`src/rtl/oam_sprite_evaluator.sv`:
```
// oam_sprite_evaluator: per-scanline OAM scan. Walks every OAM entry in
// address order and writes up to MAX_SPRITES entries whose vertical extent
// covers the requested scanline into the sprite line buffer.
// Optional feature macro: SPRITE_OVERFLOW_EN. When it is defined, scanning
// continues after the buffer fills and a sticky overflow flag is raised.
// When it is undefined, the scan stops as soon as the buffer is full.
module oam_sprite_evaluator #(
    parameter  int NUM_ENTRIES = 64,
    parameter  int MAX_SPRITES = 8,
    localparam int AW          = $clog2(NUM_ENTRIES),
    localparam int SW          = $clog2(MAX_SPRITES)
) (
    input  logic          clk_i,
    input  logic          reset_i,
    input  logic          start_i,
    input  logic [7:0]    scanline_i,
    input  logic          tall_sprites_i,
    output logic [AW-1:0] oam_read_addr_o,
    input  logic [31:0]   oam_read_data_i,
    output logic          sel_we_o,
    output logic [SW-1:0] sel_addr_o,
    output logic [35:0]   sel_data_o,
    output logic [SW:0]   sel_count_o,
    output logic          overflow_o,
    output logic          busy_o,
    output logic          done_o
);

    typedef enum logic [1:0] {IDLE, SCAN, DRAIN, DONE} state_t;

    localparam logic [AW-1:0] LAST_ADDR = AW'(NUM_ENTRIES - 1);
    localparam logic [SW:0]   FULL_CNT  = (SW+1)'(MAX_SPRITES);

    state_t        state_q, state_d;
    logic [AW-1:0] addr_q, addr_d;
    logic [7:0]    line_q, line_d;
    logic          tall_q, tall_d;
    logic          vld_q, vld_d;     // read data on the bus belongs to this scan
    logic          we_q, we_d;
    logic [SW-1:0] slot_q, slot_d;
    logic [35:0]   data_q, data_d;
    logic [SW:0]   cnt_q, cnt_d;
`ifdef SPRITE_OVERFLOW_EN
    logic          ovf_q, ovf_d;
`endif

    logic [8:0] diff;
    logic       in_range;
    logic       full;
    logic       hit;
    logic       wr;

    // Range compare on the entry returned for the previous address.
    always_comb begin
        diff     = {1'b0, line_q} - {1'b0, oam_read_data_i[7:0]};
        // The borrow bit rules out Y > scanline, so there is no wrap-around.
        in_range = !diff[8] && (diff[7:0] < (tall_q ? 8'd16 : 8'd8));
        full     = (cnt_q == FULL_CNT);
        hit      = vld_q && (state_q == SCAN || state_q == DRAIN) && in_range;
        wr       = hit && !full;
    end

    // Next-state logic and datapath next values.
    always_comb begin
        state_d = state_q;
        addr_d  = addr_q;
        line_d  = line_q;
        tall_d  = tall_q;
        vld_d   = (state_q == SCAN);
        we_d    = 1'b0;
        slot_d  = slot_q;
        data_d  = data_q;
        cnt_d   = cnt_q;
`ifdef SPRITE_OVERFLOW_EN
        ovf_d   = ovf_q;
        if (hit && full) begin
            ovf_d = 1'b1;
        end
`endif
        // Slot is taken from the count before it increments, so the lowest
        // OAM index always gets the lowest slot.
        if (wr) begin
            we_d   = 1'b1;
            slot_d = cnt_q[SW-1:0];
            data_d = {diff[3:0], oam_read_data_i};
            cnt_d  = cnt_q + 1'b1;
        end
        case (state_q)
            IDLE: begin
                if (start_i) begin
                    line_d  = scanline_i;
                    tall_d  = tall_sprites_i;
                    cnt_d   = '0;
                    addr_d  = '0;
`ifdef SPRITE_OVERFLOW_EN
                    ovf_d   = 1'b0;
`endif
                    state_d = SCAN;
                end
            end
            SCAN: begin
`ifndef SPRITE_OVERFLOW_EN
                // The buffer is full: the read in flight is dropped (wr is
                // already blocked by full) and the scan ends.
                if (full) begin
                    state_d = DONE;
                end else
`endif
                if (addr_q == LAST_ADDR) begin
                    state_d = DRAIN;
                end else begin
                    addr_d = addr_q + 1'b1;
                end
            end
            DRAIN:   state_d = DONE;
            DONE:    state_d = IDLE;
            default: state_d = IDLE;
        endcase
    end

    // FSM state register.
    always_ff @(posedge clk_i) begin
        if (reset_i) begin
            state_q <= IDLE;
        end else begin
            state_q <= state_d;
        end
    end

    // Datapath registers; a reset aborts any scan in progress.
    always_ff @(posedge clk_i) begin
        if (reset_i) begin
            addr_q <= '0;
            line_q <= '0;
            tall_q <= 1'b0;
            vld_q  <= 1'b0;
            we_q   <= 1'b0;
            slot_q <= '0;
            data_q <= '0;
            cnt_q  <= '0;
`ifdef SPRITE_OVERFLOW_EN
            ovf_q  <= 1'b0;
`endif
        end else begin
            addr_q <= addr_d;
            line_q <= line_d;
            tall_q <= tall_d;
            vld_q  <= vld_d;
            we_q   <= we_d;
            slot_q <= slot_d;
            data_q <= data_d;
            cnt_q  <= cnt_d;
`ifdef SPRITE_OVERFLOW_EN
            ovf_q  <= ovf_d;
`endif
        end
    end

    assign oam_read_addr_o = addr_q;
    assign sel_we_o        = we_q;
    assign sel_addr_o      = slot_q;
    assign sel_data_o      = data_q;
    assign sel_count_o     = cnt_q;
`ifdef SPRITE_OVERFLOW_EN
    assign overflow_o      = ovf_q;
`else
    assign overflow_o      = 1'b0;
`endif
    assign busy_o          = (state_q != IDLE);
    assign done_o          = (state_q == DONE);

endmodule
```
`config.mk`:
```
export PLATFORM = sky130hd
export DESIGN_NAME = oam_sprite_evaluator
export DESIGN_NICKNAME = d
export VERILOG_FILES = /design/src/rtl/oam_sprite_evaluator.sv
export SDC_FILE = /design/constraint.sdc
export NUM_CORES = 1
export LEC_CHECK = 0
export CAP_MARGIN = 40
export CORE_ASPECT_RATIO = 0.7
export CORE_MARGIN = 2
export CORE_UTILIZATION = 48
export CTS_BUF_LIST = sky130_fd_sc_hd__clkbuf_8
export CTS_CLUSTER_SIZE = 40
export DETAILED_ROUTE_END_ITERATION = 8
export GPL_TIMING_DRIVEN = 0
export PLACE_DENSITY = 0.82
export SLEW_MARGIN = 40
export SYNTH_ARGS = -nofsm -noshare
export SYNTH_HDL_FRONTEND = slang
export SYNTH_SLANG_ARGS = --single-unit
```
`constraint.sdc`:
```
create_clock -name clk_i -period 3.8 [get_ports clk_i]
set_input_delay 1.14 -clock clk_i [delete_from_list [all_inputs] [get_ports clk_i]]
set_output_delay 1.14 -clock clk_i [all_outputs]
set_load 0.01 [all_outputs]
```
# Word level (Yosys, flattened, before mapping)

Cells that the tools add are included.

Flip-flop bits (word level): 62
Logic and storage cells: 48
Input port bits: 44
Output and inout port bits: 53

Eq/ne operators: 9
Reductions and logical operators: 13
$lt $le $gt $ge: 1
Add/subtract/negate cells: 3
Mux-type cells: 13

Operator list:

| kind                | count |
|---|---|
| $mux 6              | 3 |
| $mux 4              | 3 |
| $pmux 6 s2          | 1 |
| $sub 8x8->9         | 1 |
| $lt 8x5->1          | 1 |
| $pmux 2 s4          | 1 |
| $add 6x1->6 const B | 1 |
| $eq 6x6->1 const B  | 1 |
| $mux 2              | 3 |
| $ne 2x2->1 const B  | 3 |
| $mux 5              | 1 |
| $add 4x1->4 const B | 1 |
| $eq 2x2->1 const B  | 2 |
| $eq 4x4->1 const B  | 1 |
| $logic_and 1x1->1   | 4 |
| $reduce_and 2->1    | 2 |
| $reduce_and 4->1    | 1 |
| $reduce_bool 2->1   | 2 |
| $ne 3x1->1 const B  | 1 |
| $eq 2x1->1 const B  | 1 |
| $logic_not 1->1     | 2 |
| $logic_not 2->1     | 1 |
| $logic_or 1x1->1    | 1 |
| $mux 1              | 1 |

# Logic depth before layout (Yosys ltp)

Depth in word-level cells: 8
Depth in mapped cells: 15
Mapped depth without buffers: 13

# Worst setup path after synthesis

OpenSTA, ideal clock, no wires.

Path type: input -> register
Start: input port oam_read_data_i[0]
End: register cnt_q[1] (netlist: sel_count_o[1])
Path slack: 0.208 ns
Setup time: 0.072 ns
Cell stages on the path: 13
Data required time: 3.728 ns
Data arrival time: 3.521 ns
Path buffers: 1
Cells stage by stage: ha_1 fa_1 nor2b_1 o21a_1 nor2_1 xnor2_1 ha_1 nor2_1 nor4b_2 o21bai_1 buf_2 nor3_1 mux2i_1

Word-level cells in the longest chain between the ends: 8
Elaborated cells on any way between the ends: 9
Classes of those cells: add/sub (1); order compare (1); mux (3); reduce/logical (4)

Ends and longest elaborated chain:

| what                                          | RTL line | source |
|---|---|---|
| start: declaration                            | 19       | `input logic [31:0] oam_read_data_i,` |
| $sub 8x8->9 (*)                               | 55       | `diff = {1'b0, line_q} - {1'b0, oam_read_data_i[7:0]};` |
| $lt 8x5->1 or $logic_not 1->1 (tied branches) | 57       | `in_range = !diff[8] && (diff[7:0] < (tall_q ? 8'd16 : 8'd8));` |
| $logic_and 1x1->1 (*)                         | 57       |  |
| $logic_and 1x1->1 (*)                         | 59       | `hit = vld_q && (state_q == SCAN \|\| state_q == DRAIN) && in_range;` |
| $logic_and 1x1->1 (*)                         | 60       | `wr = hit && !full;` |
| $mux 4 (*)                                    | 82       | `if (wr) begin` |
| $mux 4                                        | 90       | `if (start_i) begin` |
| $mux 4 (*)                                    | 88       | `case (state_q)` |
| end signal: assignment                        | 152      | `cnt_q <= cnt_d;` |
| end: declaration                              | 42       | `logic [SW:0] cnt_q, cnt_d;` |

Mark *: on every way between the ends. The rest lies on a longest branch, timed or not.
A chain may end at the register's enable or synchronous reset.

# Worst setup path after layout

Start: input port oam_read_data_i[0]
End: register cnt_q[3] (netlist: sel_count_o[3])

The elaborated chain is that of the path after synthesis.

==> impl_results.md <==
* Run status: completed
* Die Y at 71.6 um
* Final RePlAce weighted congestion at 0.862
* Area of the multi-input gates at 1780 um^2
* Syn_nets at 429
* Non-Filler Instances at 563
* Drt wl/cell at 16.6 um
* GRT overflow at 0
* Final wirelength at 9360 um
* Clock net sink count at 62
* Tot Pwr at 2040 uW
* Mapped cell area at 3130 um^2
* Fillcell total at 499
* Clock buffer depth at 2
* Max-cap viol count at 0
* CP Buf/Inv Count at 2
* Initial Util at 0.499
* Final Critical Period at 3700 ps
* Sequential Area at 1240 um^2
* Dpl cells at 542
* Synth top area share at 0.396
* Final Cycle Share at 0.973
* Final setup vio count at 0
* Startpoint types: input port
* # DRC at 0
* CP Data Required Time at 4080 ps
* Area leader, netlist: dfxtp_1
* Syn Area/Cell at 8.49 um^2
* Area contributors post-synth: dfxtp_1, o31ai_1, a21oi_1, nand4_1, ha_1
* Initial antenna violation count at 0
* Setup_tns at 0 ps
* Die Wd at 101 um
* Cell with the most instances after synthesis: dfxtp_1
* HPWL after DPL at 6560 um
* Pwr dens at 448 nW/um^2
* Family with the most delay on the worst path: simple AND/OR/NAND/NOR gates
* CTS buffer count at 9
* Share of layout cells above drive strength 1 at 0.132
* Final Skew at 7.83 ps
* CP Max Fanout at 4
* Path type of the worst setup path: in2reg
* Top_reg_cell synth: dfxtp_1
* Via count at 3,310
* Core area at 6280 um^2
* Final core utilization at 0.726
* Reg clk slew, reported paths at 70 ps
* Flop-to-flop setup slack at 800 ps
* Worst r2r path cells at 14
* Most used cell, CP: ha_2
* Largest net degree at the start of global routing at 13
* Hold Crit Class: reg2reg
* Port bufs at 95
* Worst stage delay on the critical path at 510 ps
* Die ar. at 7200 um^2
* Library cells used by synthesis at 49
* Routed Antenna Nets at 0
* Synth Instances at 369
* Hold Violations, Final at 0
* Initial DRT Pass Iterations at 5
* Worst slew pin tran at 622 ps
* Core Rows at 24
* Slew margin rel. at 0.584
* Vias per Instance at 5.88
* CTS root buf: clkbuf_8
* Levels on crit path at 14
* Most common library cells after synthesis: dfxtp_1, a21oi_1, nand4_1, o31ai_1, nand2_1
* Yosys warning count at 0
* Slowest cell on the critical path: or4_4
* GRT Util Overall at 0.259
* Post-synth EDFFs at 0
* Number of global-route vias before repair at 3,112
* CTS tree: yes
* Crit path DAT at 3970 ps
* I/O pin count at 97
* Pleak at 0.00162 uW
* Max frequency at 0.271 GHz
* H-Tree Depth at 3
* Antenna cell count at 0
* Initial DRC Count at 182
* Async S/R FF share, synth at 0
* Worst skew pair latency at 350 ps
* Seq/Total Area, Yosys at 0.396
* Worst VDD drop at 0.276 mV
* Max Slew Vio Count at 0
* Layout Nets at 540
* Hold Path Depth at 2
* Worst path cell trace: dlygate4sd2_1 -> ha_2 -> fa_2 -> nor2b_4 -> o21a_1 -> nor2_1 -> xnor2_1 -> ha_2 -> nor2_4 -> nor4b_4 -> buf_4 -> o221ai_2 -> or4_4 -> a21oi_2
* First-pass GRT wire length at 14,800 um
* Synth-to-layout area growth at 45.5%
* Critical Path Sink Type: flip-flop
* #FFs+latches synth at 62
==> worst paths after layout <==
path,startpoint,end
setup / recovery,oam_read_data_i[0],sel_count_o[3]
hold / removal,line_q[0],line_q[0]
setup reg to reg,line_q[0],sel_count_o[3]
hold reg to reg,line_q[0],line_q[0]
==> sequential cells by signal, summed over array words and instances, names as in the netlist <==
signal,flops
oam_read_addr_o,6
sel_data_o,36
tall_q,1
line_q,8
vld_q,1
sel_count_o,4
sel_addr_o,3
state_q,2
sel_we_o,1
==> worst register-to-register path, cell delays in order, from the launching register on <==
cell	delay, ps
dfxtp_1	330
inv_1	50
ha_2	200
fa_2	400
nor2b_4	130
o21a_1	120
nor2_1	50
xnor2_1	130
ha_2	210
nor2_4	120
nor4b_4	290
buf_4	180
o221ai_2	110
or4_4	510
a21oi_2	120
==> repair_timing <==
item,CTS,global route
resized for setup,20,31
endpoints found under the setup margin,44,44
pin swaps,4,8
buffers inserted,2,3
hold buffers,0,0
==> metrics by stage <==
stage	hold slack (ps)	cell area (um^2)	worst slack (ps)
floorplan	436	3130	208
global placement	448	4180	-679
CTS	459	4460	25.3
detailed placement	450	4180	-796
global route	498	4560	-7.88
finish	460	4560	104
==> placed cells by master, fill, tap and decap left out, types with 4 or more instances in the layout <==
cell | netlist | routed
clkdlybuf4s50_1 | 0 | 91
dfxtp_1 | 62 | 62
a21oi_1 | 56 | 54
nand4_1 | 40 | 40
o31ai_1 | 40 | 37
nand2_1 | 27 | 27
clkbuf_1 | 26 | 17
inv_1 | 16 | 16
nor2_1 | 16 | 14
ha_1 | 15 | 12
clkbuf_8 | 0 | 9
buf_4 | 2 | 8
buf_2 | 6 | 6
clkbuf_2 | 0 | 6
a31oi_1 | 5 | 5
o21a_1 | 4 | 4
xor2_1 | 4 | 4
clkinvlp_4 | 0 | 4
==> routing by layer <==
metal | vias to the layer above | GRT usage | share of wire
met1 | 1582 | 0.357 | 0.46
li1 | 1597 | - | -
met4 | 0 | 0.0761 | 0.015
met5 | - | 0 | 0
met2 | 118 | 0.401 | 0.45
met3 | 13 | 0.0722 | 0.070
==> cell families after synthesis <==
logic type               Yosys count  synth area share
buffers and inverters             51            0.0683
other                              1           0.00120
multiplexers                       1           0.00320
adder cells (fa/ha/maj)           16            0.0663
AND/OR/NAND/NOR                  108             0.192
AO/OA/AOI/OAI                    123             0.253
XOR/XNOR                           7            0.0196
flip-flops                        62             0.396
==> area by class of cell <==
cell class / count / area share
buffer: 35 / 0.0412
clock buffer: 9 / 0.0272
clock inverter: 7 / 0.0162
inverter: 16 / 0.0132
multi-input combinational: 256 / 0.390
sequential: 62 / 0.272
tap: 78 / 0.0214
timing repair buffer: 100 / 0.218
==> power breakdown <==
part | total [uW] | switching [uW] | internal, uW
combinational | 750 | 490 | 260
clock | 585 | 282 | 303
sequential | 708 | 26.2 | 681
No activity file was read; power rests on OpenSTA's default activity.
